## src/rtl/rdma_pkt_arbiter.sv

```systemverilog
// rdma_pkt_arbiter
//   Packet-level round-robin arbiter. It merges two AXI-Stream RDMA packet
//   sources onto one AXI-Stream output. A grant is held from the first beat of
//   a packet through its TLAST handshake, so packets are never interleaved.
//   The arbiter counts the packets it forwards from each input.
//
// Ports
//   clk, resetn            : clock; asynchronous active-low reset
//   AXIS_IN0_*             : packet source 0 (TDATA/TKEEP/TVALID/TLAST in, TREADY out)
//   AXIS_IN1_*             : packet source 1 (TDATA/TKEEP/TVALID/TLAST in, TREADY out)
//   AXIS_OUT_*             : merged stream (TDATA/TKEEP/TVALID/TLAST out, TREADY in)
//   pkt_count0/pkt_count1  : wrapping 32-bit count of packets forwarded per input
module rdma_pkt_arbiter #(
    parameter int DATA_WBITS = 512,
    parameter int DATA_WBYTS = DATA_WBITS / 8
) (
    input  logic                  clk,
    input  logic                  resetn,

    input  logic [DATA_WBITS-1:0] AXIS_IN0_TDATA,
    input  logic [DATA_WBYTS-1:0] AXIS_IN0_TKEEP,
    input  logic                  AXIS_IN0_TVALID,
    input  logic                  AXIS_IN0_TLAST,
    output logic                  AXIS_IN0_TREADY,

    input  logic [DATA_WBITS-1:0] AXIS_IN1_TDATA,
    input  logic [DATA_WBYTS-1:0] AXIS_IN1_TKEEP,
    input  logic                  AXIS_IN1_TVALID,
    input  logic                  AXIS_IN1_TLAST,
    output logic                  AXIS_IN1_TREADY,

    output logic [DATA_WBITS-1:0] AXIS_OUT_TDATA,
    output logic [DATA_WBYTS-1:0] AXIS_OUT_TKEEP,
    output logic                  AXIS_OUT_TVALID,
    output logic                  AXIS_OUT_TLAST,
    input  logic                  AXIS_OUT_TREADY,

    output logic [31:0]           pkt_count0,
    output logic [31:0]           pkt_count1
);

    typedef enum logic [1:0] {
        IDLE   = 2'd0,
        GRANT0 = 2'd1,
        GRANT1 = 2'd2
    } state_t;

    state_t state, state_nxt;
    logic   last, last_nxt;     // most recently granted input
    logic   inc0, inc1;

    always_ff @(posedge clk or negedge resetn) begin
        if (!resetn) begin
            state      <= IDLE;
            last       <= 1'b1;   // input 0 wins the first tie
            pkt_count0 <= '0;
            pkt_count1 <= '0;
        end else begin
            state <= state_nxt;
            last  <= last_nxt;
            if (inc0) pkt_count0 <= pkt_count0 + 32'd1;
            if (inc1) pkt_count1 <= pkt_count1 + 32'd1;
        end
    end

    // Outputs depend only on the registered state and the granted input's
    // signals. TREADY therefore never feeds back into any TVALID.
    always_comb begin
        state_nxt       = state;
        last_nxt        = last;
        inc0            = 1'b0;
        inc1            = 1'b0;
        AXIS_OUT_TDATA  = AXIS_IN0_TDATA;
        AXIS_OUT_TKEEP  = AXIS_IN0_TKEEP;
        AXIS_OUT_TLAST  = AXIS_IN0_TLAST;
        AXIS_OUT_TVALID = 1'b0;
        AXIS_IN0_TREADY = 1'b0;
        AXIS_IN1_TREADY = 1'b0;

        case (state)
            IDLE: begin
                if (AXIS_IN0_TVALID && !AXIS_IN1_TVALID)
                    state_nxt = GRANT0;
                else if (AXIS_IN1_TVALID && !AXIS_IN0_TVALID)
                    state_nxt = GRANT1;
                else if (AXIS_IN0_TVALID && AXIS_IN1_TVALID)
                    state_nxt = last ? GRANT0 : GRANT1;
            end
            GRANT0: begin
                AXIS_OUT_TVALID = AXIS_IN0_TVALID;
                AXIS_IN0_TREADY = AXIS_OUT_TREADY;
                if (AXIS_IN0_TVALID && AXIS_OUT_TREADY && AXIS_IN0_TLAST) begin
                    state_nxt = IDLE;
                    last_nxt  = 1'b0;
                    inc0      = 1'b1;
                end
            end
            GRANT1: begin
                AXIS_OUT_TDATA  = AXIS_IN1_TDATA;
                AXIS_OUT_TKEEP  = AXIS_IN1_TKEEP;
                AXIS_OUT_TLAST  = AXIS_IN1_TLAST;
                AXIS_OUT_TVALID = AXIS_IN1_TVALID;
                AXIS_IN1_TREADY = AXIS_OUT_TREADY;
                if (AXIS_IN1_TVALID && AXIS_OUT_TREADY && AXIS_IN1_TLAST) begin
                    state_nxt = IDLE;
                    last_nxt  = 1'b1;
                    inc1      = 1'b1;
                end
            end
            default: state_nxt = IDLE;
        endcase
    end

endmodule

```

## config.mk

```make
export PLATFORM = sky130hd
export DESIGN_NAME = rdma_pkt_arbiter
export DESIGN_NICKNAME = d
export VERILOG_FILES = /design/src/rtl/rdma_pkt_arbiter.sv
export SDC_FILE = /design/constraint.sdc
export NUM_CORES = 1
export LEC_CHECK = 0
export ABC_CLOCK_PERIOD_IN_PS = 4830
export CORE_AREA = 4 4 702 704
export CTS_CLUSTER_DIAMETER = 100
export CTS_CLUSTER_SIZE = 10
export DETAILED_ROUTE_END_ITERATION = 12
export DIE_AREA = 0 0 706 708
export SLEW_MARGIN = 5
export SYNTH_ARGS = -nofsm -noshare
export SYNTH_HDL_FRONTEND = slang
export SYNTH_SLANG_ARGS = --single-unit
```

## constraint.sdc

```tcl
create_clock -name clk -period 4.83 [get_ports clk]
set_input_delay 1.449 -clock clk [delete_from_list [all_inputs] [get_ports clk]]
set_output_delay 1.449 -clock clk [all_outputs]
set_load 0.005 [all_outputs]
```

# Word-level counts from Yosys, hierarchy flattened

Index checks and enable logic that the tools add are counted.

Register bits after elaboration: 67
Input port bits: 1,159
Bits in writable memories: 0
ROM bits: 0
Bits in latches: 0
Memories kept: 0

Add/sub/neg operators: 2
Order comparisons: 0
Bitwise gates (word level): 0
$mul: 0
Mux-type cells: 20
Divide/modulo/power cells: 0
Reduce and logical (&&, ||, !) cells: 13
Equality and inequality tests: 5
Shift-type cells: 0

Operators by type and width:

| cell                  | count |
|---|---|
| $mux 512              | 1 |
| $add 32x1->32 const B | 2 |
| $mux 64               | 1 |
| $mux 2                | 6 |
| $mux 1                | 9 |
| $logic_and 1x1->1     | 7 |
| $pmux 2 s3            | 1 |
| $reduce_and 3->1      | 2 |
| $ne 2x2->1 const B    | 2 |
| $ne 4x4->1 const B    | 1 |
| $pmux 1 s2            | 2 |
| $eq 2x1->1 const B    | 1 |
| $eq 2x2->1 const B    | 1 |
| $logic_not 1->1       | 2 |
| $logic_not 2->1       | 1 |
| $reduce_bool 2->1     | 1 |

# Longest topological paths before layout

Gate-level depths: netlist of run 1.

Word-level depth: 5
Mapped depth: 8

# Worst setup path after synthesis of run 1

OpenSTA, ideal clock, no wires.

Kind: reg-to-output
From: register state[0]
To: output port AXIS_OUT_TDATA[433]
Arrival time: 1,722 ps
Cell stages (with the launch flop): 7
Path slack: 1,659 ps
Data required time: 3,381 ps
Cells stage by stage: dfrtp_1 inv_1 ha_1 clkbuf_8 clkbuf_1 clkbuf_1 mux2_2

Cells in the longest elaborated chain, start to end: 2

RTL lines:

| item                   | line | source |
|---|---|---|
| from (decl)            | 48   | `state_t state, state_nxt;` |
| from (signal assigned) | 59   | `state <= state_nxt;` |
| $eq 2x2->1             | 80   | `case (state)` |
| $mux 512               | 80   |  |
| to (decl)              | 32   | `output logic [DATA_WBITS-1:0] AXIS_OUT_TDATA,` |

Every way passes these cells.

# Worst setup path after layout of run 1

From: input port AXIS_IN0_TDATA[116]
To: output port AXIS_OUT_TDATA[116]

Cells in the longest elaborated chain, start to end: 1

RTL lines:

| item        | line | source |
|---|---|---|
| from (decl) | 20   | `input logic [DATA_WBITS-1:0] AXIS_IN0_TDATA,` |
| $mux 512    | 80   |  |

Every way passes these cells.

==> out/results.ini, run 1 <==
[logic_synthesis]
synth_top_area_share = 0.657
synth_nets = 2087
avgSynthCellArea_um2 = 10.7
netlist_instances = 920
ys_seq_area_frac = 0.170
yosys.cell_types.count = 36
yosys_warnings = 0
ys_ff_latch = 67
synth_top_area_cell = mux2_2
synth_area_um2 = 9890
synthTopCellsByArea = mux2_2, dfrtp_1, xnor2_1

[timing]
finalMaxSlewViolations = 0
fin_tns_setup_ns = 0
relSlewSlack = 0.344
finalCritPeriodShare = 0.974
skew_ns = 0.00475
fmaxAchievable_ghz = 0.212
period_needed_ns = 4.71
worstMarginPinSlew_ns = 0.984
rsz0062_at_grt = false
holdWs_ns = 0.464
finalSetupViolations = 0
hold_viol_final = 0

[clocking]
clkSinkCount = 67
clk_latency_ns = 0.33
tritoncts = done
clockBufferDepth = 2
holdBufCountCts = 0
post-cts-setup-buffer-count = 0
path_clk_slew_ns = 0.06
cts_max_level = 3
cts_made_buffers = 9
clockRootBuffer = clkbuf_16

[power_and_ir_drop]
ir_drop_mv = 0.434
sequentialPowerShare = 0.047
p_comb_frac = 0.899
power_leakage_nw = 11.6
internal_power_mw = 6.42
p_total_mw = 13.2
p_switching_mw = 6.80
cellPowerDensity_nw_per_um2 = 358
clockPowerShare = 0.054
sw_frac_of_total = 0.515

[global_routing]
first_global_vias = 17200
grt.total_usage = 0.160
grt_pass1_wl_um = 456000
antenna_found_initial = 529
overflow = 0
grt_max_degree = 59

[worst_setup_path]
crit_path_end_kind = output pin
crit_top_cell = clkdlybuf4s50_1
cp.arrival_ns = 3.26
cp.required_ns = 3.38
worstPathMaxFanout = 1
crit_type = in2out
path_cells = clkdlybuf4s50_1 -> mux2_2 -> clkdlybuf4s50_1
crit_path_max_incr_delay_ns = 0.80
critPathLaunchType = primary input
critPathSlowestCell = clkdlybuf4s50_1

[routing]
drc = 0
drt_first_pass_iters = 5
drtAntennaViolNets = 0
finalWirelength_um = 417000
vias = 18700
drt_iter0_markers = 1103
vias_per_cell = 2.01
routedWlPerCell_um = 44.8

[floorplan]
start_util = 0.0204
die_h_um = 708
core_area_um2 = 486000
die_x_um = 706
pin_count = 1803
die_area_um2 = 500000
rows = 256

[placed_design]
gp_congestion = 1.44
hpwl_um = 403000
io_buffers = 1802
dp.cells = 9144

[min_path]
hold_class = reg2reg

[finish]
drive_gt1_frac = 0.328
fillers = 56700
layout.nets = 3872
area_growth_pct = 274
fin_util = 0.0761
final-seq-area_um2 = 1680
multiInputGateArea_um2 = 7910
finalNonFillerCells = 9315

[outcome]
outcome = completed

[flow_run]
cap_violations = 0

==> Yosys cell counts <==
library cell  number
and4_1             5
nand4_1           18
nor4b_4            1
and3_2             1
nor3_1             4
xnor2_1           44
a221oi_1           1
and4_2             1
and3_1             9
a21oi_1            3
nor4_2             1
nand2_1           25
nor2b_1            1
o21ai_0            2
and3b_1            1
buf_2              2
nor3b_1            2
nor4_1             1
nor4_4             2
nor2_1            16
inv_1             13
or3_1              1
or2_2              1
xor2_1            18
nand3b_1           1
dfstp_2            1
nand3_1           22
clkbuf_8           1
clkbuf_1          65
dfrtp_1           66
and2_2             2
a22oi_1            1
mux2_2           577
nand4_4            2
ha_1               8
or2_1              1
==> metrics by stage <==
step	setup slack, ns	area, um2
finish	0.124	37000
global route	0.144	36600
CTS	0.111	36600
detailed placement	-0.0101	36200
global placement	-0.0205	36200
floorplan	1.66	9890
==> worst paths after layout <==
path / slack [ns] / cells past startpoint / startpoint / end
hold / removal: 0.46 / 1 / pkt_count0[31] / pkt_count0[31]
setup / recovery: 0.12 / 3 / AXIS_IN0_TDATA[116] / AXIS_OUT_TDATA[116]
setup reg to reg: 1.86 / 9 / state[0] / pkt_count1[30]
max in group asynchronous: 2.63 / 2 / resetn / pkt_count0[22]
min in group asynchronous: 1.28 / 1 / resetn / pkt_count1[30]
hold reg to reg: 0.46 / 1 / pkt_count0[31] / pkt_count0[31]
==> kinds of logic after synthesis <==
group | count (synthesis) | synth area share
compound gates | 7 | 0.00418
xor+xnor | 62 | 0.0549
fa+ha+maj | 8 | 0.0101
buf+inv | 81 | 0.0320
flops | 67 | 0.170
mux | 577 | 0.657
simple gates | 118 | 0.0721
==> layout by cell type (no fill, tap or decap), types with 3 or more instances in the layout <==
cell type / instances
nand3_1: 22
nor2_1: 16
xnor2_1: 44
buf_12: 65
dfrtp_1: 66
mux2_2: 577
nor3_1: 4
nand4_1: 18
inv_1: 13
nand2_1: 25
clkbuf_16: 9
a21oi_1: 3
ha_1: 7
and4_1: 5
and3_1: 9
xor2_1: 18
clkdlybuf4s50_1: 1557
diode_2: 155
buf_4: 218
==> cell type report <==
type / count / share of cell area
multi-input cells: 772 / 0.214
inverters: 13 / 0.00132
well taps: 6450 / 0.218
repair buffers: 1842 / 0.502
clock inverters: 4 / 0.00196
diodes: 155 / 0.0105
clock buffers: 12 / 0.00694
flip-flops and latches: 67 / 0.0454
==> state kept, by name, indices dropped and copies added (netlist names) <==
name	count
pkt_count0	32
pkt_count1	32
last	1
state	2
==> per-layer routing <==
metal,vias to the layer above,wire (um),GRT usage
met3,939,71000,0.118
met2,2056,180000,0.253
met4,196,16000,0.0362
met1,8363,148000,0.170
li1,7185,-,-
met5,-,1350,0
==> worst max-delay path, delay by kind of cell <==
kind,cells,cell delay (ns)
multiplexers,1,0.28
buffers and inverters,2,1.51
==> power groups by stage <==
| stage | clock (mW) | combinational (mW) | sequential [mW] |
|---|---|---|---|
| global placement | 0 | 12.1 | 0.628 |
| global route | 0.748 | 12.5 | 0.625 |
| finish | 0.718 | 11.9 | 0.620 |
| CTS | 0.730 | 12.1 | 0.620 |
| detailed placement | 0 | 12.1 | 0.630 |
| floorplan | 0 | 3.12 | 0.624 |
==> what timing repair did <==
item                                   CTS  global route
setup endpoints to repair                1             0
endpoints found under the hold margin    0             0
gates resized for setup                  1             0
Power figures use the tool's default switching activity.
==> run 2: changes to the inputs <==
ABC_AREA = 0   (was default)
GPL_TIMING_DRIVEN = 0   (was default)
==> out/results.ini, run 2 (synthesis results as in run 1) <==
[timing]
skew_ns = 0.00503  ; was 0.00475 ns
finalCritPeriodShare = 0.992  ; was 0.974
finalSetupViolations = 0  ; unchanged
relSlewSlack = 0.292  ; was 0.344
holdWs_ns = 0.465  ; was 0.464 ns
fin_ws_ns = 0.0397  ; was 0.124 ns
period_needed_ns = 4.79  ; was 4.71 ns
hold_viol_final = 0  ; unchanged
fmaxAchievable_ghz = 0.209  ; was 0.212 GHz
fin_tns_setup_ns = 0  ; unchanged
rsz0062_at_grt = false  ; unchanged
worstMarginPinSlew_ns = 1.07  ; was 0.984 ns
finalMaxSlewViolations = 0  ; unchanged

[routing]
drt_iter0_markers = 1454  ; was 1103
drc = 0  ; unchanged
vias = 19900  ; was 18700
routedWlPerCell_um = 44.8  ; about the same
vias_per_cell = 2.12  ; was 2.01
drt_first_pass_iters = 5  ; unchanged
finalWirelength_um = 420000  ; was 417000 um
drtAntennaViolNets = 0  ; unchanged

[worst_setup_path]
cp.required_ns = 3.38  ; about the same
cp.arrival_ns = 3.34  ; was 3.26 ns
crit_type = in2out  ; unchanged
critPathLaunchType = primary input  ; unchanged
crit_path_end_kind = output pin  ; unchanged
worstPathMaxFanout = 1  ; unchanged

[global_routing]
first_global_vias = 17700  ; was 17200
grt_pass1_wl_um = 458000  ; was 456000 um
antenna_found_initial = 531  ; was 529
grt_max_degree = 68  ; was 59
grt.total_usage = 0.161  ; was 0.160
overflow = 0  ; unchanged

[floorplan]
die_x_um = 706  ; unchanged
pin_count = 1803  ; unchanged
rows = 256  ; unchanged
die_area_um2 = 500000  ; unchanged
die_h_um = 708  ; unchanged
core_area_um2 = 486000  ; unchanged
start_util = 0.0204  ; unchanged

[power_and_ir_drop]
cellPowerDensity_nw_per_um2 = 358  ; about the same
ir_drop_mv = 0.229  ; was 0.434 mV
power_leakage_nw = 11.4  ; was 11.6 nW
p_total_mw = 13.2  ; about the same

[clocking]
path_clk_slew_ns = 0.05  ; was 0.06 ns
clockRootBuffer = clkbuf_16  ; unchanged
clockBufferDepth = 2  ; unchanged
clk_latency_ns = 0.33  ; about the same
cts_max_level = 3  ; unchanged
clkSinkCount = 67  ; unchanged
cts_made_buffers = 9  ; unchanged
tritoncts = done  ; unchanged
holdBufCountCts = 0  ; unchanged

[finish]
fillers = 56700  ; about the same
finalNonFillerCells = 9383  ; was 9315
layout.nets = 3906  ; was 3872
final_cell_mix = clkdlybuf4s50_1, mux2_2, dlygate4sd2_1  ; was clkdlybuf4s50_1, mux2_2, buf_4
reg.largest.list = pkt_count0: 32 flops, pkt_count1: 32 flops, state: 2 flops  ; unchanged
drive_gt1_frac = 0.251  ; was 0.328
area_growth_pct = 273  ; was 274%
mostFrequentLayoutCell = clkdlybuf4s50_1  ; unchanged

[outcome]
outcome = completed  ; unchanged

[placed_design]
io_buffers = 1802  ; unchanged
dp.cells = 9175  ; was 9144
hpwl_um = 403000  ; about the same
gp_congestion = 1.53  ; was 1.44
place_ws_ns = -1.18  ; was -0.0101 ns

[min_path]
hold_class = reg2reg  ; unchanged

[flow_run]
cap_violations = 0  ; unchanged

==> run 2: changes by cell type in the layout (fill, tap and decap cells not counted), moves of 11 or more <==
cell,previous run,this run
clkbuf_1,1,12
clkbuf_2,0,37
clkdlybuf4s15_2,0,12
buf_12,65,6
diode_2,155,192
buf_2,1,13
clkdlybuf4s50_1,1557,1663
buf_4,218,1
dlygate4sd2_1,1,108
==> run 2: path summary, 6_finish.rpt <==
check	from	slack, ns	to	cells after the start
min	pkt_count0[31]	0.46	pkt_count0[31]	1
max reg2reg	state[0]	2.38	pkt_count1[31]	9
max	AXIS_IN0_TDATA[145]	0.04	AXIS_OUT_TDATA[145]	3
min in group asynchronous	resetn	1.22	pkt_count1[28]	1
max in group asynchronous	resetn	3.04	state[1]	1
min reg2reg	pkt_count0[31]	0.46	pkt_count0[31]	1
==> run 2: report_power, final <==
part | internal, mW | total [mW] | switching, mW
logic | 5.02 | 12.0 | 6.96
registers | 0.589 | 0.619 | 0.0307
clock network | 0.387 | 0.610 | 0.223
total | 5.99 | 13.2 | 7.21
==> run 2: final cells by class <==
| class | count | area, um2 | area share |
|---|---|---|---|
| antenna | 192 | 480 | 0.0130 |
| buffer | 68 | 420 | 0.0114 |
| timing repair buffer | 1808 | 18000 | 0.488 |
| clock buffer | 9 | 225 | 0.00611 |
| multi-input combinational | 772 | 7900 | 0.214 |
| clock inverter | 4 | 45.0 | 0.00122 |
| sequential | 67 | 1680 | 0.0455 |
| inverter | 13 | 48.8 | 0.00132 |
| tap | 6450 | 8070 | 0.219 |
==> run 2: critical path: stages <==
cell and delay (ns):
clkdlybuf4s50_1 0.70, mux2_2 0.23, clkdlybuf4s50_1 0.95
==> run 2: routing by layer <==
layer / routed length [um] / vias to the layer above / part of all wire / track usage
li1: - / 7297 / - / -
met1: 143000 / 8886 / 0.34 / 0.158
met2: 178000 / 2413 / 0.42 / 0.247
met3: 79500 / 1078 / 0.19 / 0.142
met4: 17700 / 238 / 0.042 / 0.0460
met5: 2140 / - / 0.0051 / 0.0100
==> run 2: stage by stage <==
stage	instance area [um2]	utilization
final	36900	0.0759
after detailed placement	36000	0.0742
after CTS	36400	0.0748
after global routing	36500	0.0752
after global placement	36000	0.0741
after floorplan	9890	-
==> run 2: repair_timing <==
action,4_1_cts,5_1_grt
setup buffers,3,0
setup endpoints to repair,574,28
resized for setup,229,17
==> run 3: changes to the inputs <==
SLEW_MARGIN = 20   (was 5)
==> out/results.ini, run 3 (synthesis results as in run 1) <==
[outcome]
outcome = completed  ; unchanged

[timing]
finalCritPeriodShare = 0.993  ; was 0.992
worstMarginPinSlew_ns = 1.09  ; was 1.07 ns
fmaxAchievable_ghz = 0.208  ; was 0.209 GHz
finalMaxSlewViolations = 0  ; unchanged
holdWs_ns = 0.468  ; was 0.465 ns
period_needed_ns = 4.80  ; was 4.79 ns
relSlewSlack = 0.270  ; was 0.292
finalSetupViolations = 0  ; unchanged
skew_ns = 0.00461  ; was 0.00503 ns
hold_viol_final = 0  ; unchanged

[global_routing]
grt_max_degree = 35  ; was 68
grt.total_usage = 0.161  ; about the same
overflow = 0  ; unchanged
first_global_vias = 17700  ; about the same
antenna_found_initial = 526  ; was 531
grt_pass1_wl_um = 458000  ; about the same

[clocking]
post-cts-setup-buffer-count = 0  ; was 3
cts_resized = 165  ; was 229
path_clk_slew_ns = 0.05  ; about the same
cts_made_buffers = 9  ; unchanged
cts_max_level = 3  ; unchanged
clkSinkCount = 67  ; unchanged
clockBufferDepth = 2  ; unchanged
clockRootBuffer = clkbuf_16  ; unchanged
holdBufCountCts = 0  ; unchanged
clk_latency_ns = 0.33  ; about the same
tritoncts = done  ; unchanged

[routing]
drtAntennaViolNets = 0  ; unchanged
finalWirelength_um = 420000  ; about the same
drc = 0  ; unchanged
vias = 20100  ; was 19900
drt_iter0_markers = 1602  ; was 1454
drt_first_pass_iters = 5  ; unchanged
routedWlPerCell_um = 44.9  ; was 44.8 um
vias_per_cell = 2.15  ; was 2.12

[power_and_ir_drop]
cellPowerDensity_nw_per_um2 = 359  ; was 358 nW/um2
ir_drop_mv = 0.233  ; was 0.229 mV
power_leakage_nw = 11.6  ; was 11.4 nW

[placed_design]
io_buffers = 1802  ; unchanged
hpwl_um = 403000  ; about the same
gp_congestion = 1.53  ; unchanged
dp.cells = 9176  ; was 9175

[floorplan]
die_h_um = 708  ; unchanged
die_x_um = 706  ; unchanged
pin_count = 1803  ; unchanged
core_area_um2 = 486000  ; unchanged
rows = 256  ; unchanged
start_util = 0.0204  ; unchanged
die_area_um2 = 500000  ; unchanged

[worst_setup_path]
path_delay_family = buffers and inverters  ; unchanged
cp.arrival_ns = 3.35  ; was 3.34 ns
critPathLaunchType = flop  ; was primary input
crit_path_max_incr_delay_ns = 0.71  ; was 0.95 ns
cp_num_buf_inv = 5  ; was 2
critPathSlowestCell = clkdlybuf4s50_1  ; unchanged
cp.required_ns = 3.38  ; about the same
worstPathMaxFanout = 10  ; was 1
crit_type = reg2out  ; was in2out
crit_path_end_kind = output pin  ; unchanged
path_cells = inv_1 -> ha_1 -> clkbuf_16 -> clkbuf_2 -> clkbuf_1 -> mux2_2 -> clkdlybuf4s50_1  ; was clkdlybuf4s50_1 -> mux2_2 -> clkdlybuf4s50_1

[flow_run]
cap_violations = 0  ; unchanged

[finish]
finalNonFillerCells = 9361  ; was 9383
final_cell_mix = clkdlybuf4s50_1, mux2_2, dlygate4sd2_1  ; unchanged
layout.nets = 3904  ; was 3906
drive_gt1_frac = 0.249  ; was 0.251
mostFrequentLayoutCell = clkdlybuf4s50_1  ; unchanged
area_growth_pct = 272  ; was 273%
reg.largest.list = pkt_count0: 32 flops, pkt_count1: 32 flops, state: 2 flops  ; unchanged

[min_path]
hold_class = reg2reg  ; unchanged

-- run 3: changes by cell type in the layout (fill, tap and decap cells not counted), moves of 3 or more --
cell             delta
dlymetal6s2s_1     +21
buf_2               +6
clkbuf_4            +3
dlygate4sd2_1      -17
clkdlybuf4s15_2     -6
clkbuf_8            -3
clkbuf_2            -3
buf_12              -3
diode_2            -21
-- run 3: through the flow --
step                      worst slack (ns)  power, mW   TNS (ns)  cell area (um2)  utilization
after global routing             -0.000622       13.7  -0.000622            36500       0.0752
after detailed placement            -0.930       12.7    -123.53            36000       0.0741
after CTS                        -0.000912       13.3  -0.000912            36300       0.0747
after floorplan                       1.66       3.74          0             9890            -
final                               0.0338       13.2          0            36800       0.0758
after global placement               -4.00       12.7    -310.34            36000       0.0741
-- run 3: layout make-up --
cell class	instances	area [um2]
timing repair buffer	1806	18000
clock inverter	3	40.0
antenna	171	428
fill	56800	449000
sequential	67	1680
clock buffer	11	243
tap	6450	8070
multi-input combinational	772	7900
buffer	68	412
inverter	13	48.8
-- run 3: power breakdown --
part           internal (mW)  switching (mW)
registers              0.589          0.0308
logic                   4.98            7.00
clock network          0.406           0.227
total                   5.97            7.25
-- run 3: final timing paths --
| check | startpoint | end | slack (ns) | cells past startpoint |
|---|---|---|---|---|
| setup / recovery | state[0] | AXIS_OUT_TDATA[60] | 0.03 | 7 |
| hold / removal | pkt_count0[31] | pkt_count0[31] | 0.47 | 1 |
| setup reg to reg | state[0] | pkt_count1[30] | 2.35 | 8 |
| hold reg to reg | pkt_count0[31] | pkt_count0[31] | 0.47 | 1 |
| max in group asynchronous | resetn | pkt_count0[8] | 3.21 | 2 |
| min in group asynchronous | resetn | pkt_count1[31] | 1.07 | 1 |
-- run 3: routing by layer --
layer  vias up  wire, um  GRT usage  share of wire
met2      2480    177000      0.245           0.42
met4       238     18600     0.0489          0.044
met3      1079     80600      0.140           0.19
li1       7260         -          -              -
met1      9027    142000      0.159           0.34
met5         -      2080     0.0122         0.0049
